$ cat config.mk
export PLATFORM = sky130hd
export DESIGN_NAME = alu_seq_top
export DESIGN_NICKNAME = d
export VERILOG_FILES = /design/src/rtl/alu_seq_top.sv
export SDC_FILE = /design/constraint.sdc
export NUM_CORES = 1
export LEC_CHECK = 0
export ABC_AREA = 1
export BUFFER_PORTS_ARGS = -buffer_cell sky130_fd_sc_hd__buf_2
export CAP_MARGIN = 40
export CORE_ASPECT_RATIO = 0.9
export CORE_UTILIZATION = 35
export DETAILED_ROUTE_END_ITERATION = 6
export MAX_ROUTING_LAYER = met4
export PLACE_DENSITY = 0.59
export SYNTH_ARGS = -nofsm -noshare
export SYNTH_HDL_FRONTEND = slang
export SYNTH_SLANG_ARGS = --single-unit
$ cat constraint.sdc
create_clock -name clk -period 5.92 [get_ports clk]
set_input_delay 1.776 -clock clk [delete_from_list [all_inputs] [get_ports clk]]
set_output_delay 1.776 -clock clk [all_outputs]
set_load 0.05 [all_outputs]
$ cat src/rtl/alu_seq_top.sv
// Sequential ALU: start-edge operand capture, 1-cycle ops, WIDTH-cycle shift-add
// multiplier, registered result/flags, and a scanned hex 7-segment readout.
module alu_seq_top #(
  parameter int WIDTH       = 8,
  parameter int DIGITS      = 4,
  parameter int REFRESH_DIV = 100000
) (
  input  logic              clk,
  input  logic              rst,
  input  logic [WIDTH-1:0]  a,
  input  logic [WIDTH-1:0]  b,
  input  logic [2:0]        sel,
  input  logic              cin,
  input  logic              start,
  output logic              busy,
  output logic              done,
  output logic [WIDTH-1:0]  result,
  output logic              carry,
  output logic              zero,
  output logic              ovf,
  output logic [6:0]        seg,
  output logic [DIGITS-1:0] an,
  output logic [1:0]        dbg_state
);
  localparam int SH_W  = $clog2(WIDTH);
  localparam int REF_W = (REFRESH_DIV > 1) ? $clog2(REFRESH_DIV) : 1;
  localparam int DIG_W = (DIGITS > 1) ? $clog2(DIGITS) : 1;

  typedef enum logic [1:0] {S_IDLE = 2'd0, S_EXEC = 2'd1, S_MUL = 2'd2} state_t;
  state_t state_q, state_d;

  logic               start_q, start_edge, mul_last;
  logic [WIDTH-1:0]   a_q, b_q, mplier_q, result_q;
  logic [2:0]         sel_q;
  logic               cin_q, carry_q, zero_q, ovf_q, done_q;
  logic [2*WIDTH-1:0] acc_q, mcand_q, acc_nxt;
  logic [SH_W-1:0]    cnt_q;
  logic [REF_W-1:0]   ref_q;
  logic [DIG_W-1:0]   dig_q;

  assign start_edge = start && !start_q && (state_q == S_IDLE);
  assign mul_last   = (state_q == S_MUL) && (cnt_q == SH_W'(WIDTH - 1));
  assign acc_nxt    = acc_q + (mplier_q[0] ? mcand_q : '0);

  // Single-cycle operations, evaluated on the captured operands
  logic [WIDTH-1:0]   alu_res;
  logic               alu_carry, alu_ovf;
  logic [WIDTH:0]     sum_w, diff_w;
  logic [2*WIDTH-1:0] shl_w, shr_w;
  always_comb begin
    sum_w     = {1'b0, a_q} + {1'b0, b_q} + {{WIDTH{1'b0}}, cin_q};
    diff_w    = {1'b0, a_q} - {1'b0, b_q};
    shl_w     = {{WIDTH{1'b0}}, a_q} << b_q[SH_W-1:0];
    shr_w     = {a_q, {WIDTH{1'b0}}} >> b_q[SH_W-1:0];
    alu_res   = '0;
    alu_carry = 1'b0;
    alu_ovf   = 1'b0;
    case (sel_q)
      3'b000: begin
        alu_res   = sum_w[WIDTH-1:0];
        alu_carry = sum_w[WIDTH];
        alu_ovf   = (a_q[WIDTH-1] == b_q[WIDTH-1]) && (sum_w[WIDTH-1] != a_q[WIDTH-1]);
      end
      3'b001: begin
        alu_res   = diff_w[WIDTH-1:0];
        alu_carry = ~diff_w[WIDTH];
        alu_ovf   = (a_q[WIDTH-1] != b_q[WIDTH-1]) && (diff_w[WIDTH-1] != a_q[WIDTH-1]);
      end
      3'b010: alu_res = a_q & b_q;
      3'b011: alu_res = a_q | b_q;
      3'b100: alu_res = a_q ^ b_q;
      // Bit just past the kept window is the last bit shifted out (0 for a zero shift)
      3'b110: begin
        alu_res   = shl_w[WIDTH-1:0];
        alu_carry = shl_w[WIDTH];
      end
      3'b111: begin
        alu_res   = shr_w[2*WIDTH-1:WIDTH];
        alu_carry = shr_w[WIDTH-1];
      end
      default: alu_res = '0;
    endcase
  end

  always_ff @(posedge clk) begin
    if (rst) state_q <= S_IDLE;
    else     state_q <= state_d;
  end

  always_comb begin
    state_d = state_q;
    case (state_q)
      S_IDLE:  if (start_edge) state_d = (sel == 3'b101) ? S_MUL : S_EXEC;
      S_EXEC:  state_d = S_IDLE;
      S_MUL:   if (mul_last) state_d = S_IDLE;
      default: state_d = S_IDLE;
    endcase
  end

  always_comb begin
    busy      = (state_q != S_IDLE);
    dbg_state = state_q;
  end

  always_ff @(posedge clk) begin
    if (rst) begin
      start_q  <= 1'b0;
      a_q      <= '0;
      b_q      <= '0;
      sel_q    <= '0;
      cin_q    <= 1'b0;
      acc_q    <= '0;
      mcand_q  <= '0;
      mplier_q <= '0;
      cnt_q    <= '0;
      result_q <= '0;
      carry_q  <= 1'b0;
      zero_q   <= 1'b1;
      ovf_q    <= 1'b0;
      done_q   <= 1'b0;
    end else begin
      start_q <= start;
      done_q  <= 1'b0;
      if (start_edge) begin
        a_q      <= a;
        b_q      <= b;
        sel_q    <= sel;
        cin_q    <= cin;
        acc_q    <= '0;
        mcand_q  <= {{WIDTH{1'b0}}, a};
        mplier_q <= b;
        cnt_q    <= '0;
      end
      if (state_q == S_EXEC) begin
        result_q <= alu_res;
        carry_q  <= alu_carry;
        ovf_q    <= alu_ovf;
        zero_q   <= (alu_res == '0);
        done_q   <= 1'b1;
      end
      if (state_q == S_MUL) begin
        acc_q    <= acc_nxt;
        mcand_q  <= mcand_q << 1;
        mplier_q <= mplier_q >> 1;
        cnt_q    <= cnt_q + SH_W'(1);
        if (mul_last) begin
          result_q <= acc_nxt[WIDTH-1:0];
          carry_q  <= |acc_nxt[2*WIDTH-1:WIDTH];
          ovf_q    <= 1'b0;
          zero_q   <= (acc_nxt[WIDTH-1:0] == '0);
          done_q   <= 1'b1;
        end
      end
    end
  end

  assign done   = done_q;
  assign result = result_q;
  assign carry  = carry_q;
  assign zero   = zero_q;
  assign ovf    = ovf_q;

  // Display scan runs freely, independent of the operation FSM
  always_ff @(posedge clk) begin
    if (rst) begin
      ref_q <= '0;
      dig_q <= '0;
    end else if (ref_q == REF_W'(REFRESH_DIV - 1)) begin
      ref_q <= '0;
      dig_q <= (dig_q == DIG_W'(DIGITS - 1)) ? '0 : dig_q + DIG_W'(1);
    end else begin
      ref_q <= ref_q + REF_W'(1);
    end
  end

  logic [4*DIGITS+WIDTH-1:0] disp_w;
  logic [3:0]                nib;
  always_comb begin
    disp_w = {{(4*DIGITS){1'b0}}, result_q};
    nib    = 4'h0;
    for (int i = 0; i < DIGITS; i++) begin
      if (dig_q == DIG_W'(i)) nib = disp_w[4*i +: 4];
    end
    an = ~(DIGITS'(1) << dig_q);
    case (nib)
      4'h0: seg = 7'b1000000;  4'h1: seg = 7'b1111001;
      4'h2: seg = 7'b0100100;  4'h3: seg = 7'b0110000;
      4'h4: seg = 7'b0011001;  4'h5: seg = 7'b0010010;
      4'h6: seg = 7'b0000010;  4'h7: seg = 7'b1111000;
      4'h8: seg = 7'b0000000;  4'h9: seg = 7'b0010000;
      4'hA: seg = 7'b0001000;  4'hB: seg = 7'b0000011;
      4'hC: seg = 7'b1000110;  4'hD: seg = 7'b0100001;
      4'hE: seg = 7'b0000110;  default: seg = 7'b0001110;
    endcase
  end
endmodule
==> flow_summary.yaml <==
cells_and_area:
  syn2layout_area_growth_pct: 11.14
  drive_gt1_share_pct: 8.816
  fin_area_um2: 7625
  nFillCells: 2120
  nets: 1199
  final_cell_mix: "nand2_1 (355), inv_1 (125), nand3_1 (113)"
  final_common_cell: "nand2_1"
  diodes: 0
clocking:
  cts_tree: "done"
  cts-resized-gates: 0
  htree_levels: 3
  numCtsBuffers: 9
  cts.sinks: 97
  clock_path_buffers: 2
  ctsHoldBuffers: 0
  worstSkewPairLatency_ns: 0.37
  cts_root_buf: "clkbuf_16"
  postCtsSetupBuffers: 0
  clk_pin_slew_worst_paths_ns: 0.08
worst_setup_path:
  worst-path-buf-inv: 3
  cp_cell_sequence: "inv_1 > ha_1 > nor2_1 > o21ai_0 > a21oi_1 > inv_1 > ha_1 > o21ai_0 > a21boi_0 > buf_2"
  critPathMaxStageDelay_ns: 0.38
  start_kind: "flip-flop"
  critPathKind: "flip-flop to primary output"
  endpoint_kind: "primary output"
  r2r_start: "b_q[0]"
  cp-startpoint: "dig_q[0]"
  worstPathRequired_ns: 4.14
  critPathTopFamily: "compound AO/OA/AOI/OAI gates"
  crit_path_max_fanout: 6
  critPathArrivalTime_ns: 2.86
  cpMaxStageDelayCell: "dfxtp_1"
yosys:
  synth_edf_count: 0
  ys_warn_count: 0
  synth_seq_cells: 97
  postSynthCellCount: 1088
  synthFlopType: "dfxtp_1"
  synthDistinctLibCells: 40
  postSynth.asyncResetShare_pct: 0
  synth.avg_cell_area_um2: 6.305
  yosysSeqAreaShare_pct: 28.31
  synthesis.nets: 1169
  synthesis.area_um2: 6860
grt:
  antenna_found_initial: 0
  busiest_layer: "met1"
  grt_max_degree: 66
  met1_usage_pct: 29.74
  gr-usage-met3_pct: 3.041
  grt_pass1_vias: 6145
  grt_overflow_total: 0
  grt_use_met2_pct: 27.29
  track_usage_pct: 19.84
  grt_first_pass_wirelength_mm: 30.92
route:
  vias: 6880
  drt-wirelength-per-cell_um: 13.56
  drcViolationCount: 0
  firstDrtPassIters: 5
  via_per_inst: 5.011
  drt-initial-drc-count: 624
  wirelength_mm: 18.62
  postRouteAntennaNets: 0
floorplanning:
  fp.dieW_um: 149.6
  num_rows: 48
  die_h_um: 134.8
  dieArea_um2: 20170
  core_um2: 19160
  ios: 49
  initial_core_util_pct: 35.81
worst_hold_path:
  worstHoldPathType: "flip-flop to flip-flop"
  min-delay-start: "ref_q[0]"
power_and_ir_drop:
  p_per_area_nw_per_um2: 214.2
  p_leak_uw: 0.003687
  net-switching-power_uw: 556.3
  sw_frac_of_total_pct: 34.07
  peakVddDrop_mv: 0.1563
  pwr-share-clk_pct: 37.6
  power_frac_comb_pct: 19.0
  p_seq_share_pct: 43.4
  internal_power_uw: 1077
placement:
  hpwl_mm: 14.34
  port_buffers: 48
  placed_area_um2: 7306
  gp_congestion: 0.8767
timing:
  period_needed_ns: 4.640
  finClkSkew_ns: 0.01986
  slew_violations: 0
  setup_tns_ns: 0
  slew_headroom_pct: 53.59
  worst_slew_pin_slew_ns: 0.6961
  period_share_pct: 78.38
  hold_viol: 0
  max_freq_mhz: 215.5
  rsz0062_at_grt: "false"
  setup_viol: 0
run:
  timing.max_cap.violations: 0
outcome:
  status: "completed"
## through the flow
step           std cells  utilization, %  total power [µW]  setup WS (ns)  hold WS (ns)
3_3_place_gp        1357           38.13              1031          1.765        0.4335
3_5_place_dp        1357           38.13              1032          1.686        0.4375
2_1_floorplan       1088               -             946.0          1.175        0.4175
5_1_grt             1373           39.80              1721          1.011        0.4814
6_report            1373           39.80              1633          1.280        0.4482
4_1_cts             1373           39.80              1650          1.303        0.4536
## final cells by class
type                            count  area, µm²  share of cell area (%)
Timing Repair Buffer               53      277.8                   3.643
Tap cell                          250      312.8                   4.102
Multi-Input combinational cell    822       4267                   55.96
Clock inverter                      7      93.84                   1.231
Clock buffer                        9      225.2                   2.954
Inverter                          135      506.7                   6.646
Sequential cell                    97       1942                   25.47
## Yosys cell counts, types with 3 or more instances
library cell  number  share of area, %
or2_0              3              0.27
nand2_1          355                19
xnor2_1            4              0.51
a31oi_1           13               1.2
nor2_1            85               4.7
nand4_1           11               1.0
o21a_1             3              0.33
buf_2             11              0.80
or2_2              8              0.73
nand3b_1           4              0.44
buf_4              3              0.33
inv_1            125               6.8
a21oi_1           84               6.1
clkbuf_1          20               1.1
nor3_1            10              0.73
xor2_1            11               1.4
a32o_1             3              0.44
nor2_2             4              0.36
o21ai_0           28               2.0
nand3_1          113               8.2
ha_1              54               9.8
fa_1               4               1.2
nor3_4             3              0.71
o211ai_1           5              0.55
dfxtp_1           97                28
inv_2              9              0.49
## layer usage
layer	vias to the layer above	wire length, µm
met2	168	7466
li1	3563	-
met5	-	0
met3	18	1107
met1	3131	9826
met4	0	225
## flip-flops by register name (all words and copies together) (netlist names)
| register | flops |
|---|---|
| sel_q | 3 |
| cnt_q | 3 |
| done | 1 |
| zero | 1 |
| a_q | 8 |
| ref_q | 17 |
| acc_q | 16 |
| result | 8 |
| start_q | 1 |
| carry | 1 |
| ovf | 1 |
| b_q | 8 |
| mcand_q | 16 |
| dig_q | 2 |
| dbg_state | 2 |
| mplier_q | 8 |
| cin_q | 1 |
## power groups by stage
| stage | combinational, µW | clock [µW] | sequential (µW) |
|---|---|---|---|
| 3_5_place_dp | 308 | 0 | 724 |
| 3_3_place_gp | 307 | 0 | 724 |
| 5_1_grt | 348 | 659 | 714 |
| 4_1_cts | 309 | 632 | 709 |
| 2_1_floorplan | 219 | 0 | 726 |
| 6_report | 310 | 614 | 709 |
## kinds of logic (layout without fill, tap and decap cells)
logic type	count (synthesis)	in the layout	share of synthesized area [%]
AND/OR/NAND/NOR	604	604	37.50
buffers and inverters	169	204	9.611
AO/OA/AOI/OAI	145	145	11.65
flip-flops	97	97	28.31
adder cells (fa/ha/maj)	58	58	11.02
XOR/XNOR	15	15	1.915
## final timing paths
kind	slack (ns)	end	cells past startpoint
worst max-delay path	1.28	seg[2]	10
worst min-delay path	0.45	ref_q[0]	1
worst max register to register	3.21	zero	14
worst min register to register	0.45	ref_q[0]	1
## worst reg2reg max path: cells and delay by family, from the launching register on
kind / cells / cell delay, ns
fa+ha+maj: 2 / 0.75
buf+inv: 2 / 0.16
simple gates: 10 / 1.05
flops: 1 / 0.69
Power figures use the tool's default switching activity.
